**src/rtl/sync_fifo_flagged.sv**
```systemverilog
// Single-clock FIFO with selectable first-word-fall-through output, occupancy
// count, programmable almost-full/almost-empty thresholds and sticky error flags.
module sync_fifo_flagged #(
   parameter int unsigned DATA_WIDTH = 8,
   parameter int unsigned DEPTH_POW  = 4,
   parameter int unsigned FWFT       = 0
) (
   input  logic                  clk_in,
   input  logic                  rst_in,
   input  logic                  writeEn_in,
   input  logic [DATA_WIDTH-1:0] data_in,
   input  logic                  readEn_in,
   output logic [DATA_WIDTH-1:0] data_out,
   input  logic [DEPTH_POW:0]    afThresh_in,
   input  logic [DEPTH_POW:0]    aeThresh_in,
   input  logic                  clearErr_in,
   output logic [DEPTH_POW:0]    count_out,
   output logic                  full_flag,
   output logic                  empty_flag,
   output logic                  halfFull_flag,
   output logic                  almostFull_flag,
   output logic                  almostEmpty_flag,
   output logic                  overflow_flag,
   output logic                  underflow_flag
);

   localparam int unsigned DEPTH = 1 << DEPTH_POW;
   localparam int unsigned PW    = DEPTH_POW + 1;

   localparam logic [PW-1:0] DepthCnt = PW'(DEPTH);
   localparam logic [PW-1:0] HalfCnt  = PW'(DEPTH / 2);
   localparam logic [PW-1:0] PtrOne   = PW'(1);

   logic [DATA_WIDTH-1:0] mem [DEPTH];

   logic [PW-1:0]        wr_ptr;
   logic [PW-1:0]        rd_ptr;
   logic [PW-1:0]        count;
   logic [DEPTH_POW-1:0] wr_addr;
   logic [DEPTH_POW-1:0] rd_addr;
   logic                 rd_acc;
   logic                 wr_acc;
   logic                 overflow;
   logic                 underflow;

   assign wr_addr = wr_ptr[DEPTH_POW-1:0];
   assign rd_addr = rd_ptr[DEPTH_POW-1:0];

   // A full FIFO still takes a write when a read frees a slot in the same cycle.
   assign rd_acc = readEn_in & ~empty_flag;
   assign wr_acc = writeEn_in & (~full_flag | rd_acc);

   // Flags decode the registered count only; no lookahead.
   assign count_out        = count;
   assign full_flag        = (count == DepthCnt);
   assign empty_flag       = (count == '0);
   assign halfFull_flag    = (count >= HalfCnt);
   assign almostFull_flag  = (count >= afThresh_in);
   assign almostEmpty_flag = (count <= aeThresh_in);
   assign overflow_flag    = overflow;
   assign underflow_flag   = underflow;

   // Storage is not reset; writes are suppressed while reset is held.
   always_ff @(posedge clk_in) begin
      if (wr_acc && !rst_in) begin
         mem[wr_addr] <= data_in;
      end
   end

   always_ff @(posedge clk_in or posedge rst_in) begin
      if (rst_in) begin
         wr_ptr    <= '0;
         rd_ptr    <= '0;
         count     <= '0;
         overflow  <= 1'b0;
         underflow <= 1'b0;
      end else begin
         if (wr_acc) begin
            wr_ptr <= wr_ptr + PtrOne;
         end
         if (rd_acc) begin
            rd_ptr <= rd_ptr + PtrOne;
         end
         case ({wr_acc, rd_acc})
            2'b10:   count <= count + PtrOne;
            2'b01:   count <= count - PtrOne;
            default: count <= count;
         endcase
         // Setting wins over a simultaneous clear.
         if (writeEn_in && !wr_acc) begin
            overflow <= 1'b1;
         end else if (clearErr_in) begin
            overflow <= 1'b0;
         end
         if (readEn_in && !rd_acc) begin
            underflow <= 1'b1;
         end else if (clearErr_in) begin
            underflow <= 1'b0;
         end
      end
   end

   if (FWFT != 0) begin : g_fwft
      assign data_out = empty_flag ? '0 : mem[rd_addr];
   end else begin : g_std
      logic [DATA_WIDTH-1:0] dout_q;

      always_ff @(posedge clk_in or posedge rst_in) begin
         if (rst_in) begin
            dout_q <= '0;
         end else if (rd_acc) begin
            dout_q <= mem[rd_addr];
         end
      end

      assign data_out = dout_q;
   end

endmodule

```
**config.mk**
```make
export PLATFORM = sky130hd
export DESIGN_NAME = sync_fifo_flagged
export DESIGN_NICKNAME = d
export VERILOG_FILES = /design/src/rtl/sync_fifo_flagged.sv
export SDC_FILE = /design/constraint.sdc
export NUM_CORES = 1
export LEC_CHECK = 0
export ABC_AREA = 1
export BUFFER_PORTS_ARGS = -buffer_cell sky130_fd_sc_hd__buf_2
export CORE_ASPECT_RATIO = 2
export CORE_MARGIN = 2
export CORE_UTILIZATION = 56
export CTS_BUF_LIST = sky130_fd_sc_hd__clkbuf_8
export DETAILED_ROUTE_END_ITERATION = 8
export GPL_TIMING_DRIVEN = 0
export HOLD_SLACK_MARGIN = 0.03
export PLACE_DENSITY = 0.74
export SETUP_SLACK_MARGIN = 0.4
export SLEW_MARGIN = 30
export SYNTH_ARGS = -nofsm -noshare
export SYNTH_HDL_FRONTEND = slang
export SYNTH_SLANG_ARGS = --single-unit
```
**constraint.sdc**
```tcl
create_clock -name clk_in -period 3.9 [get_ports clk_in]
set_clock_uncertainty 0.15 [all_clocks]
set_input_delay 0.78 -clock clk_in [delete_from_list [all_inputs] [get_ports clk_in]]
set_output_delay 0.78 -clock clk_in [all_outputs]
set_load 0.03 [all_outputs]
```
==> impl_metrics.toml <==
[detailed_routing]
antenna_left = 0
met2_length_um = 9200
wl_met1_um = 5630
routed_via_density = 5.33
drt_iter0_markers = 331
drcViolationCount = 0
routedWlPerCell_um = 17.7
highest_layer = "met4"
route.met3.wl_um = 577
wl_um = 16400
drt_first_pass_iters = 5
vias = 4916

[floorplanning]
fp.dieArea_mm2 = 0.0133
die_w_um = 82.7
std_cell_rows = 57
start_util_pct = 57.2
ioPinCount = 43
die_y_um = 161
coreArea_mm2 = 0.0121

[setup_path]
cp_num_cells = 4
crit_arrival_ps = 1950
crit_path_start_kind = "register"
r2r.worst_path.cells = 6
path_delay_family = "flip-flops"
critPathBufInv = 1
cp_slowest_cell = "dfrtp_1"
crit_type = "reg -> out"
worstPathCellList = "ha_1, nand2_1, o311ai_0, buf_2"
cpPeakStageDelay_ps = 470
cp-end-kind = "primary output"
path_max_fanout = 6
critPathRequiredTime_ps = 2970

[pwr]
power_density_mw_per_mm2 = 708
total_power_mw = 5.49
leakagePower_nw = 3.57
peakVddDrop_mv = 0.448

[clock_tree]
cts_hold_buf = 0
tritoncts = "yes"
cts_max_level = 4
clkLatencyLatePin_ps = 450
post-cts-setup-buffers = 0
clkTransAtPathRegs_ps = 80
cts_inserted_buffers = 17
ctsResizeCount = 0
cts_num_sinks = 151
root_buffer = "clkbuf_8"
clock_path_buffers = 2

[timing]
drv_slew = 0
max_freq_mhz = 347
fin_setup_tns_ps = 0
slew_headroom_pct = 45.9
setup_viol = 0
fin_crit_ps = 2880
worst_slew_pin_slew_ps = 808
finalHoldViolCount = 0
final.period_utilization_pct = 73.8
rsz0062_at_grt = "false"

[layout]
drive_gt1_share_pct = 12.4
postLayoutCoreUtil_pct = 63.9
final_cells = 922
area_growth_pct = 11.7
antenna_cells = 0
nNetsFinal = 805

[global_route]
grt_max_degree = 28
antenna_found_initial = 0
grt_pass1_vias = 4881
grt_overflow = 0
gr-usage-all-layers_pct = 27.0
grt_pass1_wl_um = 25500

[yosys]
syn_area_mm2 = 0.00693
synth_cell_types = 26
seq_area_frac_synth_pct = 63.7
netlist_instances = 702
avgSynthCellArea_um2 = 9.88
synth_warnings = 0
synth-seq-cells = 151
syn-num-nets = 744

[flow_run]
cap_violations = 0

[place]
place.gp.congestion = 0.898
dp_hpwl_um = 12100
place_inst = 891
portBuffers = 42

[hold_path]
min_path_type = "in -> async"

[outcome]
status = "completed"
-- sequential cells by signal, summed over array words and instances, names as in the netlist --
| name | flops |
|---|---|
| overflow_flag | 1 |
| wr_ptr | 4 |
| underflow_flag | 1 |
| data_out | 8 |
| mem | 128 |
| rd_ptr | 4 |
| count_out | 5 |
-- Yosys cell counts, drive strengths merged --
cell	count	share of area [%]
o311ai	1	0.13
xor2	8	1.0
o22ai	1	0.090
o32ai	1	0.13
edfxtp	128	55
o21a	1	0.11
nand4	4	0.36
o221ai	1	0.13
xnor2	1	0.13
inv	127	6.9
ha	18	3.2
clkbuf	4	0.22
o21ai	6	0.43
nor2	19	1.0
nand3	108	7.8
buf	23	1.7
fa	1	0.29
clkinv	2	0.11
nand2	219	12
dfrtp	23	8.3
a21oi	6	0.60
-- stage by stage --
| step | cell area, um2 | setup slack [ps] | hold slack, ps |
|---|---|---|---|
| final | 7750 | 1020 | 236 |
| after global routing | 7750 | 918 | 276 |
| after CTS | 7750 | 1010 | 336 |
| after detailed placement | 7330 | 657 | 315 |
| after global placement | 7330 | 730 | 312 |
| after floorplan | 6930 | 613 | 361 |
-- cells in the final DEF, fill, tap and decap left out, types with 2 or more instances in the layout --
| cell | count |
|---|---|
| nand2_1 | 217 |
| ha_1 | 18 |
| clkbuf_8 | 17 |
| nand4_1 | 4 |
| nand2_2 | 2 |
| inv_1 | 127 |
| bufinv_16 | 4 |
| edfxtp_1 | 128 |
| nor2_1 | 19 |
| o21ai_0 | 5 |
| dfrtp_1 | 23 |
| clkinvlp_4 | 4 |
| buf_2 | 63 |
| nand3_1 | 108 |
| a21oi_1 | 5 |
| clkinv_1 | 4 |
| xor2_1 | 8 |
| clkbuf_1 | 4 |
-- report_power, final --
part	internal, mW	switching (mW)
Combinational	0.645	1.51
Clock	0.687	0.574
Sequential	1.93	0.138
-- cell families after synthesis --
| kind of cell | after synthesis | share of synthesized area, % |
|---|---|---|
| fa+ha+maj | 19 | 3.54 |
| flops | 151 | 63.7 |
| simple gates | 350 | 21.1 |
| compound gates | 17 | 1.61 |
| xor+xnor | 9 | 1.14 |
| buf+inv | 156 | 8.88 |
-- routing by layer --
layer / GRT usage, % / vias to the layer above
met2: 48.5 / 165
met4: 16.0 / 0
met3: 3.91 / 49
met1: 28.5 / 2328
met5: 0 / -
li1: - / 2374
-- final timing paths --
kind                         startpoint               to  slack [ps]
max in group asynchronous        rst_in     count_out[3]        2990
hold reg to reg             data_out[5]      data_out[5]         330
setup reg to reg           count_out[1]        mem[6][2]        1300
hold / removal                   rst_in      data_out[7]         240
setup / recovery           count_out[4]  almostFull_flag        1020
min in group clk_in         data_out[5]      data_out[5]         330
-- layout make-up --
type | instances | area, um2
inverter | 129 | 484
sequential | 151 | 4420
timing repair buffer | 42 | 210
multi-input combinational | 395 | 1900
clock inverter | 14 | 184
tap | 147 | 184
buffer | 27 | 131
clock buffer | 17 | 234
fill | 979 | 4380
(Power assumes the default switching activity.)
